[config.mk]
export PLATFORM = sky130hd
export DESIGN_NAME = keypad_key_fifo
export DESIGN_NICKNAME = d
export VERILOG_FILES = /design/src/rtl/keypad_key_fifo.sv
export SDC_FILE = /design/constraint.sdc
export NUM_CORES = 1
export LEC_CHECK = 0
export CORE_MARGIN = 4
export CORE_UTILIZATION = 45
export DETAILED_ROUTE_END_ITERATION = 16
export PLACE_DENSITY = 0.67
export SYNTH_ARGS = -nofsm -noshare
export SYNTH_HDL_FRONTEND = slang
export SYNTH_SLANG_ARGS = --single-unit
[constraint.sdc]
create_clock -name clk -period 7.7 [get_ports clk]
set_input_delay 2.31 -clock clk [delete_from_list [all_inputs] [get_ports clk]]
set_output_delay 2.31 -clock clk [all_outputs]
set_load 0.01 [all_outputs]
[src/rtl/keypad_key_fifo.sv]
// Keypad press-event consumer: decodes active-low {row,col} coordinates into
// 4-bit key codes and buffers them in a first-word-fall-through FIFO.
module keypad_key_fifo #(
  parameter int DEPTH = 8,
  parameter int PTR_W = 3
) (
  input  logic             clk,
  input  logic             rst_n,
  input  logic [7:0]       key_coord,
  input  logic             rd_en,
  input  logic             clr_flags,
  output logic [3:0]       rd_data,
  output logic             empty,
  output logic             full,
  output logic [PTR_W:0]   count,
  output logic             key_valid,
  output logic [3:0]       last_key,
  output logic             overflow,
  output logic             bad_key
);

  localparam logic [PTR_W:0] DEPTH_C = (PTR_W+1)'(DEPTH);

  // Returns {valid, index}; index 0 is the nibble whose MSB is the low bit.
  function automatic logic [2:0] nib_dec(input logic [3:0] n);
    case (n)
      4'b0111: return 3'b100;
      4'b1011: return 3'b101;
      4'b1101: return 3'b110;
      4'b1110: return 3'b111;
      default: return 3'b000;
    endcase
  endfunction

  function automatic logic [3:0] key_code(input logic [1:0] r, input logic [1:0] c);
    case ({r, c})
      4'h0: return 4'h1;  4'h1: return 4'h2;  4'h2: return 4'h3;  4'h3: return 4'hA;
      4'h4: return 4'h4;  4'h5: return 4'h5;  4'h6: return 4'h6;  4'h7: return 4'hB;
      4'h8: return 4'h7;  4'h9: return 4'h8;  4'hA: return 4'h9;  4'hB: return 4'hC;
      4'hC: return 4'hE;  4'hD: return 4'h0;  4'hE: return 4'hF;  default: return 4'hD;
    endcase
  endfunction

  logic [2:0] row_d, col_d;
  logic       evt, good_evt, bad_evt;

  assign row_d    = nib_dec(key_coord[7:4]);
  assign col_d    = nib_dec(key_coord[3:0]);
  assign evt      = |key_coord;
  assign good_evt = evt & row_d[2] & col_d[2];
  assign bad_evt  = evt & ~good_evt;

  // Stage 1: decode register; code_p1 only changes on a valid key, so it
  // doubles as last_key.
  logic       vld_p1;
  logic [3:0] code_p1;

  always_ff @(posedge clk) begin
    if (!rst_n) begin
      vld_p1  <= 1'b0;
      code_p1 <= 4'h0;
      bad_key <= 1'b0;
    end else begin
      vld_p1 <= good_evt;
      if (good_evt) code_p1 <= key_code(row_d[1:0], col_d[1:0]);
      if (bad_evt)        bad_key <= 1'b1;
      else if (clr_flags) bad_key <= 1'b0;
    end
  end

  assign key_valid = vld_p1;
  assign last_key  = code_p1;

  // Stage 2: FIFO write/read; a pop on a full FIFO frees room for the push.
  logic [3:0]       mem [DEPTH];
  logic [PTR_W-1:0] rd_ptr, wr_ptr;
  logic             pop, push, drop;

  assign empty = (count == '0);
  assign full  = (count == DEPTH_C);
  assign pop   = rd_en & ~empty;
  assign push  = vld_p1 & (~full | pop);
  assign drop  = vld_p1 & full & ~pop;

  always_ff @(posedge clk) begin
    if (!rst_n) begin
      rd_ptr   <= '0;
      wr_ptr   <= '0;
      count    <= '0;
      overflow <= 1'b0;
    end else begin
      if (push) wr_ptr <= wr_ptr + PTR_W'(1);
      if (pop)  rd_ptr <= rd_ptr + PTR_W'(1);
      if (push && !pop)      count <= count + (PTR_W+1)'(1);
      else if (pop && !push) count <= count - (PTR_W+1)'(1);
      if (drop)           overflow <= 1'b1;
      else if (clr_flags) overflow <= 1'b0;
    end
  end

  always_ff @(posedge clk) begin
    if (push) mem[wr_ptr] <= code_p1;
  end

  assign rd_data = empty ? 4'h0 : mem[rd_ptr];

endmodule

Yosys cells after proc, flatten, opt, wreduce, memory -nomap -nowiden

Memories as Yosys holds them, arrays and structs flattened. A register that Yosys moved wholly into a read port is not among the register bits.
Cells that the tools add are included.

Flip-flop bits (word level): 13
Bits in latches: 0
RAM bits: 32
ROM bits: 64
Input bits: 12
Output and inout port bits: 17
Logic and storage cells: 55
Memories kept: 2

Add/sub/neg operators: 4
Multiply operators: 0
Divide/modulo/power cells: 0
$lt $le $gt $ge: 0
Equality and inequality tests: 9
Shift operators: 0
Mux-type cells: 12
Bitwise logic cells: 12
Reductions and logical operators: 10

Memory list:

| memory          | words | bits a word | rd ports | clocked after Yosys merged registers in | write ports | line | RTL |
|---|---|---|---|---|---|---|---|
| (no name shown) | 16    | 4           | 1        | 1                                       | 0           | 36   | `case ({r, c})` |
| mem             | 8     | 4           | 1        | 1                                       | 1           | 75   | `logic [3:0] mem [DEPTH];` |

Operators with widths:

| kind                  | number |
|---|---|
| $eq A4 B4 Y1 const B  | 7 |
| $pmux W3 S4           | 2 |
| $mux W4               | 3 |
| $eq A4 B3 Y1 const B  | 2 |
| $reduce_or A8 Y1      | 1 |
| $and A1 B1 Y1         | 7 |
| $add A3 B1 Y3 const B | 2 |
| $mux W3               | 2 |
| $reduce_bool A2 Y1    | 3 |
| $mux W1               | 5 |
| $add A4 B1 Y4 const B | 1 |
| $logic_not A4 Y1      | 1 |
| $not A1 Y1            | 4 |
| $sub A4 B1 Y4 const B | 1 |
| $logic_not A1 Y1      | 3 |
| $logic_and A1 B1 Y1   | 2 |
| $or A1 B1 Y1          | 1 |

Logic depth before layout (Yosys ltp)

Depth after elaboration: 9
Depth in mapped cells: 10
Gate-level depth less buffers: 10

Worst setup path before layout

OpenSTA, ideal clock, no wires.

Path kind: in2reg
Start: input rd_en
End: register count[3]
Setup time: 0.076 ns
Arrival: 3.904 ns
Required time: 7.624 ns
Slack: 3.720 ns
Stages: 9
Path buffers: 0
Path through: o21a_4 ha_1 inv_1 ha_1 a21o_1 a21oi_1 xnor2_1 or3_1 a21boi_0

Cells in the longest elaborated chain, start to end: 6
Elaborated cells on any way between the ends: 9
Classes of those cells: 1 x mux; 3 x bitwise; 5 x reduce/logical

Ends and longest elaborated chain:

| element                      | line | RTL |
|---|---|---|
| from (decl)                  | 10   | `input logic rd_en,` |
| $and A1 B1 Y1 *              | 81   | `assign pop = rd_en & ~empty;` |
| $or A1 B1 Y1                 | 82   | `assign push = vld_p1 & (~full \| pop);` |
| $and A1 B1 Y1                | 82   |  |
| $logic_not A1 Y1             | 95   | `else if (pop && !push) count <= count - (PTR_W+1)'(1);` |
| $logic_and A1 B1 Y1          | 95   |  |
| $reduce_bool A2 Y1 (no line) | n/a  |  |
| to (signal assigned)         | 94   | `if (push && !pop) count <= count + (PTR_W+1)'(1);` |
| to (signal assigned)         | 95   |  |
| to (decl)                    | 15   | `output logic [PTR_W:0] count,` |

Every way passes the cells marked *; elsewhere a longest branch is shown, timed or not.
A chain may end at the register's enable or synchronous reset.

==> key figures <==
Floorplanning
  • Die area: 0.006627 mm^2
  • DIE WIDTH: 81.41 um
  • Row Count: 26
  • # IOs: 29
  • Area of the core: 0.005172 mm^2
  • Die Span Y: 81.41 um
  • Starting Density: 46.88%

STA
  • Worst slew pin tran: 0.6684 ns
  • Tcrit/Tclk final: 59.11%
  • Final setup fails: 0
  • Max Fclk: 219.7 MHz
  • Slew Viols, Final: 0
  • Min Tclk post-route: 4.551 ns
  • RSZ-0062 raised after global routing: false
  • Final setup TNS: 0 ns
  • Final Hold Vio Count: 0
  • Worst rel slew slack: 55.10%
  • Skew final: 0.01107 ns

Power
  • PD cells: 260.8 mW/mm^2
  • Sw Pwr: 0.0002186 W
  • Internal power: 0.0005250 W
  • Peak VDD IR: 0.0001392 V
  • Power share of the clock group: 19.9%
  • Logic gate share of total power: 33.6%
  • Flop pwr share: 46.5%
  • Pleak: 1.006 nW
  • Switch share: 29.40%

Drt
  • TritonRoute pass-1 iters: 4
  • Routed wire length: 3951 um
  • Drt wl/cell: 13.67 um
  • Routed vias: 1,450
  • DR DRC count: 0
  • Vias per cell: 5.017
  • Post-DRT Antenna Nets: 0
  • DRT iter0 DRCs: 91

Finish
  • Most frequent cells in the layout: edfxtp_1 (32), clkdlybuf4s50_1 (28), dfxtp_1 (20)
  • Reg area: 0.001361 mm^2
  • Leading cell type in the layout, fill and taps excluded: edfxtp_1
  • Nets@finish: 241
  • Fin util: 55.13%
  • Synthesis-to-finish area growth: 17.60%
  • Fill count: 437
  • Share of cells above drive strength 1: 9.132%
  • Ant. Diodes: 0
  • Area taken by multi-input logic gates: 0.001003 mm^2

Yosys
  • Post-synthesis cell type count: 38
  • Cells after Synth: 190
  • Top area cells in the synthesized netlist: edfxtp_1 (40%), dfxtp_1 (17%), mux4_2 (7.4%), ha_1 (5.2%), mux2i_1 (4.5%)
  • Flops & latches, synth: 52
  • Net Count, Synth: 213
  • Sequential share of the synthesized area: 56.14%
  • Area leader, netlist: edfxtp_1
  • Mean area per synthesized cell: 12.76 um^2
  • Synthesized cell area: 0.002425 mm^2
  • Top-area cell type share of the netlist area: 39.63%
  • YS warnings: 0

Setup path
  • Maximum fanout along the worst path: 8
  • Critical path class: flop to primary output
  • WP data arrival: 2.24 ns
  • CP Data Required Time: 5.39 ns
  • Nature of the critical path startpoint: flop
  • CP Capture Type: primary output

Global routing
  • GRT Max-Usage Layer: met2
  • Vias in the first global route: 1,457
  • Met3 GRT Util: 2.328%
  • Met2 GRT Util: 23.37%
  • Initial antenna violation count: 0
  • Largest net degree at the start of global routing: 19
  • First-pass GRT wire length: 6782 um
  • Grt total ovfl: 0
  • M1 GR Usage: 16.81%
  • Overall Global Routing Usage: 13.59%

Clock network
  • Clk root buf: clkbuf_8
  • CTS Buf Count: 5
  • TritonCTS clock tree: done
  • Clock Latency Late Sink: 0.30 ns
  • Hold Buf Count CTS: 0
  • Clock buffer depth: 2
  • Max H-tree Level: 2
  • Setup bufs post-CTS: 0
  • CTS Sinks: 52
  • Clk pin slew, worst setup/hold paths: 0.09 ns
  • Post_cts resized: 0

Min path
  • Hold WC Path Type: flop to flop

Placement
  • HPWL Detailed: 3031 um
  • Port Buffer Count: 28
  • RePlAce Congestion: 0.7505

Flow run
  • Max-cap viol count: 0

Run status
  • Status: completed
path summary, 6_finish.rpt:
path | start | endpoint | slack (ns) | cells past startpoint
max | flop | rd_data[0] | 3.15 | 4
min | rd_ptr[1] | flop | 0.50 | 2
max reg2reg | count[0] | count[3] | 4.97 | 10
min reg2reg | rd_ptr[1] | flop | 0.50 | 2
per-layer routing:
layer,vias to the layer above,wire length (um),share of wire (%)
met4,0,44,1.1
met1,675,1781,45
li1,747,-,-
met2,24,2008,51
met3,4,118,3.0
met5,-,0,0
power by group through the flow:
stage                     combinational, W  clock (W)  sequential (W)
after detailed placement          0.000253          0        0.000353
after CTS                         0.000254   0.000154        0.000347
final                             0.000250   0.000148        0.000346
after floorplan                   0.000162          0        0.000341
after global routing              0.000275   0.000169        0.000353
after global placement            0.000251          0        0.000354
registers in the layout (all words and copies together) (netlist names), named ones only:
register / cells
key_valid: 1
overflow: 1
mem: 32
wr_ptr: 3
rd_ptr: 3
count: 4
last_key: 4
bad_key: 1
cell usage after synthesis:
master and instances:
or4_1 1, o21ba_2 1, nand2_1 11, buf_2 1, a211oi_1 2, dfxtp_1 20
o21a_4 1, nor3_1 2, fa_1 1, o21a_1 1, clkbuf_1 4, nand2_2 1
ha_1 10, nor2_1 13, o22ai_1 3, a21oi_1 6, clkbuf_2 2, mux4_2 8
nor2b_1 7, o22a_2 1, mux2_1 1, and2_1 7, and3_1 1, nand3_1 6
a31oi_1 1, a21boi_0 2, a21o_1 1, or3_1 1, nor4_1 2, nand2b_1 3
xnor2_1 8, o21ai_0 4, inv_1 8, mux2i_1 11, xor2_1 4, edfxtp_1 32
or4b_4 1, a22oi_1 1
worst max-delay path: stages, from the launching register on:
cell and delay (ns):
dfxtp_1 0.65, mux4_2 0.60, mux2i_1 0.17, nor2_1 0.05, clkdlybuf4s50_1 0.47
cell families (layout without fill, tap and decap cells):
group,Yosys count,after routing,synth area share (%)
AO/OA/AOI/OAI,24,24,6.708
multiplexers,20,20,12.44
XOR/XNOR,12,12,4.334
flip-flops,52,52,56.14
AND/OR/NAND/NOR,56,56,11.92
buffers and inverters,15,44,2.476
adder cells (fa/ha/maj),11,11,5.986
metrics by stage:
stage          instance area, um^2  hold slack (ns)   power, W  std cells  setup WS, ns
6_report                      2851           0.4994  0.0007436        289         3.149
5_1_grt                       2851           0.5426  0.0007959        289         3.008
4_1_cts                       2851           0.5134  0.0007548        289         3.098
3_5_place_dp                  2763           0.5013  0.0006065        281         3.046
3_3_place_gp                  2763           0.4993  0.0006052        281         3.124
2_1_floorplan                 2425           0.4666  0.0005030        190         3.720
area by class of cell:
cell class | instances | share of cell area [%]
sequential | 52 | 47.74
multi-input combinational | 123 | 35.19
timing repair buffer | 28 | 9.829
tap | 70 | 3.072
clock buffer | 6 | 2.545
inverter | 8 | 1.053
clock inverter | 2 | 0.5704
Note: power is estimated with default switching activity, not from simulation.
==> variant (same settings) <==
Change the parameter `PTR_W` from 3 to 2.
--- a/src/rtl/keypad_key_fifo.sv
+++ b/src/rtl/keypad_key_fifo.sv
@@ -4,3 +4,3 @@
   parameter int DEPTH = 8,
-  parameter int PTR_W = 3
+  parameter int PTR_W = 2
 ) (
Interface: changed (resized count); port bits go from 29 to 28. The function was not compared with the original's and may differ.
==> variant against the original RTL <==
Sequential cell count down 20. Critical path depth down 1. Routed wire length shrank 20%. Total power shrank 56%. Synthesized area shrank 30%. Critical endpoint is now rd_data[1]. First-iteration DRC count fell by 60%. Design area down 28%. Setup slack improved by 0.34 ns.
==> variant: results (changes against the original RTL) <==
* Sequential fraction of the synthesis area at 47.1% (-9.0 points)
* Nets at 199 (-17%)
* Syn nets at 172 (-19%)
* Arrival @ worst endpoint at 1.90 ns (-0.34 ns)
* Worst slew margin at 66.4% (+11 points)
* Largest net degree at the start of global routing at 17 (-2)
* Number of global-route vias before repair at 1172 (-20%)
* Fin Hold WS at 0.504 ns (+0.00441 ns)
* Pre-CTS setup slack at 3.30 ns (+0.253 ns)
* Dpl hpwl at 2.46 mm (-19%)
* Share of layout cells above drive strength 1 at 7.91% (-1.2 points)
* DR iter-0 viols at 36 (-60%)
* Clk power at 116 uW (-22%)
* Leak at 0.815 nW (-19%)
* DRT Wirelength at 3.15 mm (-20%)
* Max Clock Skew at 0.00440 ns (-0.00667 ns)
* Worst stage delay on the critical path at 0.53 ns (-0.12 ns)
* Flop-to-flop setup slack at 5.21 ns (+0.24 ns)
* Routed wl met2 at 1.70 mm (-15%)
* Status: finished clean
* Worst-skew pair later-pin latency at 0.27 ns (-0.03 ns)
* Synth unique cells at 42 (+11%)
* Met3 usage at 3.62% (+1.3 points)
* Wl on met1 at 1.28 mm (-28%)
* Clock transition at path regs at 0.06 ns (-0.03 ns)
* Via count at 1196 (-18%)
* Met1 usage at 15.3% (-1.5 points)
* Top post-synthesis cells by count: 16 x dfxtp_1, 16 x edfxtp_1, 11 x nand2_1, 10 x ha_1
* Post-synth EDFFs at 16 (-50%)
* GPL Wtd Cong at 0.851 (+13%)
* IO Port Bufs at 27 (-3.6%)
* Worst-path maximum fanout at 4 (-4)
* Slowest CP cell: mux4_2
* Max VDD drop at 0.0707 mV (-49%)
## variant: changes by cell type after synthesis, moves of 4 or more
cell / change
mux4_2: -4
and3_1: +4
edfxtp_1: -16
mux2i_1: -9
xnor2_1: -6
dfxtp_1: -4
xor2_1: +4
nor2_1: -6
nor2b_1: -4
## variant: final timing paths
kind                                from                endpoint  cells after the start
hold reg to reg   wr_ptr[1]$_SDFFE_PN0P_  wr_ptr[1]$_SDFFE_PN0P_                      2
setup reg to reg   count[0]$_SDFFE_PN0P_   count[2]$_SDFFE_PN0P_                      8
hold / removal    wr_ptr[1]$_SDFFE_PN0P_  wr_ptr[1]$_SDFFE_PN0P_                      2
setup / recovery                register              rd_data[1]                      3
## variant: per-stage QoR
stage,total power [mW],utilization (%),instances
3_5_place_dp,0.217,54.2,217
6_report,0.329,56.5,225
3_3_place_gp,0.216,54.2,217
4_1_cts,0.333,56.5,225
5_1_grt,0.345,56.5,225
2_1_floorplan,0.203,-,149
## variant: cell families (layout without fill, tap and decap cells)
logic type      count (synthesis)  count (layout)  synth area share (%)
simple gates                   55              55                  19.2
flops                          32              32                  47.1
compound gates                 20              20                  9.05
buf+inv                        15              43                  4.49
fa+ha+maj                      11              11                  8.54
xor+xnor                       10              10                  5.15
mux                             6               6                  6.48
## variant: layout make-up
cell class | instances | area share [%]
Clock buffer | 5 | 3.33
Clock inverter | 3 | 0.666
Inverter | 8 | 1.45
Multi-Input combinational cell | 102 | 39.8
Sequential cell | 32 | 38.7
Tap cell | 48 | 2.91
Timing Repair Buffer | 27 | 13.1
## variant: critical path, delay by kind of cell (launching register included)
family	cells	cell delay (ns)
DFF	1	0.47
and+or+nand+nor	1	0.16
buffers and inverters	1	0.47
muxes	1	0.53
